File: src/rtl/fir_decim_ctrl_if.sv
// Sample-stream, delay-RAM, coefficient and MAC signals of the FIR decimator sequencer.
interface fir_decim_ctrl_if #(
  parameter int unsigned ADDR_W = 7,
  parameter int unsigned DATA_W = 32
);
  logic              in_valid;
  logic [DATA_W-1:0] in_data;
  logic              in_ready;
  logic              ram_we;
  logic [ADDR_W-1:0] ram_waddr;
  logic [DATA_W-1:0] ram_di;
  logic [ADDR_W-1:0] ram_raddr;
  logic [ADDR_W-1:0] coef_addr;
  logic              mac_en;
  logic              mac_first;
  logic              mac_last;

  // Controller side
  modport master (
    input  in_valid, in_data,
    output in_ready, ram_we, ram_waddr, ram_di, ram_raddr, coef_addr,
    output mac_en, mac_first, mac_last
  );

  // Upstream source / RAM / MAC side
  modport slave (
    output in_valid, in_data,
    input  in_ready, ram_we, ram_waddr, ram_di, ram_raddr, coef_addr,
    input  mac_en, mac_first, mac_last
  );
endinterface

File: src/rtl/fir_decim_ctrl.sv
// Decimating FIR sequencer: writes samples into the circular delay RAM and,
// every DECIM-th sample, scans TAPS entries newest-first with lockstep
// coefficient addresses and RAM-latency-aligned MAC enables.
module fir_decim_ctrl #(
  parameter int unsigned ADDR_W = 7,
  parameter int unsigned DATA_W = 32,
  parameter int unsigned TAPS   = 128,
  parameter int unsigned DECIM  = 4
) (
  input  logic                  clk,
  input  logic                  reset,
  input  logic                  clear,
  fir_decim_ctrl_if.master      bus,
  output logic                  busy
);

  localparam int unsigned PH_W = (DECIM > 1) ? $clog2(DECIM) : 1;
  localparam logic [PH_W-1:0]   PH_LAST = PH_W'(DECIM - 1);
  localparam logic [ADDR_W-1:0] K_LAST  = ADDR_W'(TAPS - 1);

  localparam logic [1:0] S_IDLE  = 2'd0;
  localparam logic [1:0] S_RUN   = 2'd1;
  localparam logic [1:0] S_DRAIN = 2'd2;

  logic [1:0]        state_q, state_d;
  logic [ADDR_W-1:0] wptr_q;
  logic [ADDR_W-1:0] base_q;
  logic [ADDR_W-1:0] k_q;
  logic [PH_W-1:0]   ph_q;
  logic              mac_en_q, mac_first_q, mac_last_q;
  logic              accept, trigger, in_run, k_last;

  // Handshake and trigger decode
  always_comb begin
    bus.in_ready = (state_q == S_IDLE) & ~clear;
    accept       = bus.in_valid & bus.in_ready;
    trigger      = accept & (ph_q == PH_LAST);
    in_run       = (state_q == S_RUN);
    k_last       = (k_q == K_LAST);
  end

  // RAM/ROM addressing and status; write gated off while reset is asserted
  always_comb begin
    bus.ram_we    = accept & ~reset;
    bus.ram_waddr = wptr_q;
    bus.ram_di    = bus.in_data;
    bus.ram_raddr = base_q - k_q;
    bus.coef_addr = k_q;
    bus.mac_en    = mac_en_q;
    bus.mac_first = mac_first_q;
    bus.mac_last  = mac_last_q;
    busy          = (state_q != S_IDLE);
  end

  // FSM state register
  always_ff @(posedge clk or posedge reset) begin
    if (reset) state_q <= S_IDLE;
    else       state_q <= state_d;
  end

  // FSM next state; clear overrides every transition
  always_comb begin
    state_d = state_q;
    if (clear) begin
      state_d = S_IDLE;
    end else begin
      case (state_q)
        S_IDLE:  if (trigger) state_d = S_RUN;
        S_RUN:   if (k_last)  state_d = S_DRAIN;
        S_DRAIN: state_d = S_IDLE;
        default: state_d = S_IDLE;
      endcase
    end
  end

  // Write pointer, decimation phase, scan base and tap counter
  always_ff @(posedge clk or posedge reset) begin
    if (reset) begin
      wptr_q <= '0;
      ph_q   <= '0;
      base_q <= '0;
      k_q    <= '0;
    end else if (clear) begin
      wptr_q <= '0;
      ph_q   <= '0;
      base_q <= '0;
      k_q    <= '0;
    end else begin
      if (accept) begin
        wptr_q <= wptr_q + ADDR_W'(1);
        ph_q   <= (ph_q == PH_LAST) ? '0 : ph_q + PH_W'(1);
      end
      if (trigger) base_q <= wptr_q;
      if (in_run && !k_last) k_q <= k_q + ADDR_W'(1);
      else                   k_q <= '0;
    end
  end

  // MAC strobes delayed one cycle to line up with registered RAM read data
  always_ff @(posedge clk or posedge reset) begin
    if (reset) begin
      mac_en_q    <= 1'b0;
      mac_first_q <= 1'b0;
      mac_last_q  <= 1'b0;
    end else if (clear) begin
      mac_en_q    <= 1'b0;
      mac_first_q <= 1'b0;
      mac_last_q  <= 1'b0;
    end else begin
      mac_en_q    <= in_run;
      mac_first_q <= in_run & (k_q == '0);
      mac_last_q  <= in_run & k_last;
    end
  end

endmodule

File: src/flat_wrapper.sv
// flat-port wrapper written by rule: the top's interface ports become plain ports
module fir_decim_ctrl_flat 
#(
  parameter int unsigned ADDR_W = 7,
  parameter int unsigned DATA_W = 32,
  parameter int unsigned TAPS   = 128,
  parameter int unsigned DECIM  = 4
)
  (clk, reset, clear, busy, bus_in_valid, bus_in_data, bus_in_ready, bus_ram_we, bus_ram_waddr, bus_ram_di, bus_ram_raddr, bus_coef_addr, bus_mac_en, bus_mac_first, bus_mac_last);
  fir_decim_ctrl_if #(.ADDR_W(ADDR_W), .DATA_W(DATA_W)) bus_i ();
  input  logic clk;
  input  logic reset;
  input  logic clear;
  output logic busy;
  input wire logic [$bits(bus_i.in_valid)-1:0] bus_in_valid;
  input wire logic [$bits(bus_i.in_data)-1:0] bus_in_data;
  output wire logic [$bits(bus_i.in_ready)-1:0] bus_in_ready;
  output wire logic [$bits(bus_i.ram_we)-1:0] bus_ram_we;
  output wire logic [$bits(bus_i.ram_waddr)-1:0] bus_ram_waddr;
  output wire logic [$bits(bus_i.ram_di)-1:0] bus_ram_di;
  output wire logic [$bits(bus_i.ram_raddr)-1:0] bus_ram_raddr;
  output wire logic [$bits(bus_i.coef_addr)-1:0] bus_coef_addr;
  output wire logic [$bits(bus_i.mac_en)-1:0] bus_mac_en;
  output wire logic [$bits(bus_i.mac_first)-1:0] bus_mac_first;
  output wire logic [$bits(bus_i.mac_last)-1:0] bus_mac_last;
  assign bus_i.in_valid = bus_in_valid;
  assign bus_i.in_data = bus_in_data;
  assign bus_in_ready = bus_i.in_ready;
  assign bus_ram_we = bus_i.ram_we;
  assign bus_ram_waddr = bus_i.ram_waddr;
  assign bus_ram_di = bus_i.ram_di;
  assign bus_ram_raddr = bus_i.ram_raddr;
  assign bus_coef_addr = bus_i.coef_addr;
  assign bus_mac_en = bus_i.mac_en;
  assign bus_mac_first = bus_i.mac_first;
  assign bus_mac_last = bus_i.mac_last;
  fir_decim_ctrl #(.ADDR_W(ADDR_W), .DATA_W(DATA_W), .TAPS(TAPS), .DECIM(DECIM)) u_core (.clk(clk), .reset(reset), .clear(clear), .bus(bus_i), .busy(busy));
endmodule
File: config.mk
export PLATFORM = sky130hd
export DESIGN_NAME = fir_decim_ctrl_flat
export DESIGN_NICKNAME = d
export VERILOG_FILES = /design/src/rtl/fir_decim_ctrl_if.sv /design/src/rtl/fir_decim_ctrl.sv /design/src/flat_wrapper.sv
export SDC_FILE = /design/constraint.sdc
export NUM_CORES = 1
export LEC_CHECK = 0
export BUFFER_PORTS_ARGS = -buffer_cell sky130_fd_sc_hd__buf_4
export CORE_ASPECT_RATIO = 0.5
export CORE_UTILIZATION = 40
export DETAILED_ROUTE_END_ITERATION = 10
export GPL_ROUTABILITY_DRIVEN = 1
export GPL_TIMING_DRIVEN = 1
export HOLD_SLACK_MARGIN = 0.1
export PLACE_DENSITY = 0.84
export REMOVE_ABC_BUFFERS = 1
export SETUP_SLACK_MARGIN = 0.05
export SYNTH_ARGS = -nofsm -noshare
export SYNTH_HDL_FRONTEND = slang
export SYNTH_SLANG_ARGS = --single-unit
File: constraint.sdc
create_clock -name clk -period 2.68 [get_ports clk]
set_input_delay 0.536 -clock clk [delete_from_list [all_inputs] [get_ports clk]]
set_output_delay 0.536 -clock clk [all_outputs]
set_load 0.02 [all_outputs]
==> flow_summary_export.csv <==
group,metric,value,unit
synth,synth_edf_count,0,
synth,synth_area,1750,um^2
placement,post-place-ws,0.272,ns
timing,max_freq,384,MHz
power,peakVddDrop,0.163,mV
synth,synth_warnings,0,
final_layout,post-route-cell-area,1930,um^2
synth,synth_seq_cells,28,
global_routing,use_met2,0.258,
global_routing,grt_max_degree,29,
floorplan,fp.dieArea,4660,um^2
placement,place_area,1800,um^2
clock_tree,cts.htree.levels,1,
timing,grt_setup_unrepaired,"no",
detailed_routing,via_count,1305,
power,internal_power,0.000582,W
final_layout,final_common_cell,"buf_4",
critical_path,crit_chain,"inv_2 > ha_4 > inv_2 > fa_2 > a211oi_2 > o21ai_1 > a21oi_1 > xnor2_1 > buf_4",
global_routing,grtUsageTotal,0.196,
clock_tree,numCtsBuffers,3,
timing,finalWorstSetupSlack,0.0744,ns
timing,timing.final.crit_share,0.972,
job,drv_cap,0,
clock_tree,cts.reportedPaths.clkPinSlew,0.09,ns
synth,syn_inst,189,
floorplan,die_x,95.5,um
final_layout,area_delta_synth_final,10.2,%
global_routing,antenna_found_initial,0,
critical_path,worstSetupPathType,"reg2out",
clock_tree,tritoncts,"built",
detailed_routing,firstDrtPassIters,4,
final_layout,final_util,0.477,
timing,fin_crit,2.61,ns
detailed_routing,wl,4570,um
clock_tree,clkLatencyLatePin,0.27,ns
floorplan,io_pins,95,
global_routing,overflow,0,
critical_path,crit_path_max_incr_delay,0.41,ns
critical_path,slowest_stage,"fa_2",
timing,report.final.slew_viol_count,0,
synth,avgSynthCellArea,9.25,um^2
detailed_routing,drc,0,
synth,synth_ff_type,"dfrtp_1",
floorplan,die_h,48.8,um
power,p_per_area,388,nW/um^2
final_layout,drive_above_1_share,0.269,
floorplan,core_area,4040,um^2
critical_path,r2r_start,"u_core.state_q[0]",
final_layout,layout_common_cells,"buf_4 (37), dfrtp_1 (27), nor2_1 (21)",
global_routing,grt_pass1_wl,6500,um
timing,fin_hold_ws,0.327,ns
status,status,"complete, no violations",
critical_path,path_buf_inv,3,
power,p_comb_frac,0.077,
final_layout,antennaDiodeCount,0,
placement,dp_hpwl,3340,um
floorplan,start_util,0.433,
placement,io_buffers,30,
critical_path,crit_fanout,3,
timing,finalClockSkew,0.00310,ns
global_routing,grt-busiest-layer,"met2",
detailed_routing,avgRoutedWirePerCell,18.5,um
floorplan,num_rows,16,
critical_path,crit_path_start_kind,"flop",
hold_path,min_path_type,"in2async",
detailed_routing,antenna_left,0,
power,switchingPower,0.000166,W
critical_path,cp-startpoint,"u_core.base_q[0]",
clock_tree,clockBufferDepth,2,
critical_path,cpLargestDelayFamily,"adder cells",
global_routing,grt_pass1_vias,1186,
detailed_routing,drt-initial-drc-count,70,
timing,slew_headroom,0.672,
timing,final.setup.tns,0,ns
power,p_seq_frac,0.581,
timing,timing_hold_violations_final,0,
synth,async_flop_share,1.00,
global_routing,met1_usage,0.222,
power,p_clk_frac,0.342,
critical_path,cp_data_required_time,2.14,ns
placement,place_congestion,0.820,
final_layout,nets,241,
critical_path,end_kind,"output pin",
clock_tree,cts.sinks,28,
timing,worstMarginPinSlew,0.490,ns
power,switching_share,0.222,
detailed_routing,viasPerCell,5.28,
global_routing,use_met3,0.184,
timing,setup_viol,0,
power,leakagePower,0.938,nW
synth,synth.distinct_cells,35,
synth,yosysSeqAreaShare,0.401,
critical_path,cp.arrival,2.07,ns
critical_path,worst_path_most_repeated_cell,"inv_2",
clock_tree,clockRootBuffer,"clkbuf_8",
## worst paths after layout
kind | slack (ns) | endpoint | cells after the start
worst max-delay path | 0.07 | bus_ram_raddr[6] | 9
worst min-delay path | 0.33 | u_core.bus.ram_waddr[0] | 3
worst max register to register | 0.96 | u_core.base_q[4] | 4
worst min register to register | 0.53 | u_core.bus.mac_first | 1
max in group asynchronous | 2.08 | u_core.bus.coef_addr[2] | 3
min in group clk | 0.53 | u_core.bus.mac_first | 1
## through the flow
step                cells  power (W)
finish                247   0.000748
global route          247   0.000776
floorplan             152   0.000475
CTS                   243   0.000754
global placement      238   0.000499
detailed placement    238   0.000500
## worst reg2reg max path: stages, from the launching register on
cell and delay [ns]:
dfrtp_1 0.42, nor3b_2 0.42, nand3b_1 0.44, nand3b_1 0.24
o21ai_1 0.08
## layout make-up
type | instances | area, um^2
Timing Repair Buffer | 37 | 278
Clock buffer | 4 | 55.1
Fill cell | 344 | 2120
Inverter | 16 | 60.1
Tap cell | 54 | 67.6
Multi-Input combinational cell | 108 | 766
Sequential cell | 28 | 702
## state kept, by name (all words and copies together), names as in the netlist
signal	flops
u_core.base_q	7
u_core.bus.coef_addr	7
u_core.bus.ram_waddr	7
u_core.ph_q	2
u_core.state_q	2
u_core.bus.mac_en	1
u_core.bus.mac_first	1
u_core.bus.mac_last	1
## cell usage after synthesis (5+ instances only)
master	number	area, um^2
buf_4	32	240
dfrtp_1	28	701
nor2_1	21	78.8
inv_1	15	56.3
xnor2_1	12	105
ha_1	10	125
nand2_1	10	37.5
a21oi_1	6	30.0
nand3b_1	5	37.5
## routing by layer
metal | vias to the layer above | wire length [um]
met3 | 4 | 796
li1 | 598 | -
met5 | - | 0
met1 | 628 | 1830
met2 | 75 | 1900
met4 | 0 | 44
## power groups by stage
stage	Clock, W	Combinational, W	Sequential [W]
final	0.000255	0.0000578	0.000434
after global routing	0.000277	0.0000640	0.000435
after CTS	0.000262	0.0000579	0.000434
after detailed placement	0	0.0000574	0.000443
after global placement	0	0.0000559	0.000443
after floorplan	0	0.0000295	0.000446
## kinds of logic (layout without fill, tap and decap cells)
kind of cell	count (synthesis)	count (layout)	synth area share
mux	3	3	0.0172
buf+inv	53	57	0.184
flops	28	28	0.401
compound gates	20	20	0.0672
fa+ha+maj	11	11	0.0830
simple gates	59	59	0.173
xor+xnor	15	15	0.0751
## what timing repair did
| item | in CTS | in global routing |
|---|---|---|
| resized for setup | 1 | 9 |
| setup buffers | 1 | 4 |
| setup endpoints to repair | 1 | 2 |
| hold endpoints to repair | 0 | 0 |
| pin swaps | 1 | 5 |
| hold buffers | 0 | 0 |
(Power assumes the default switching activity.)
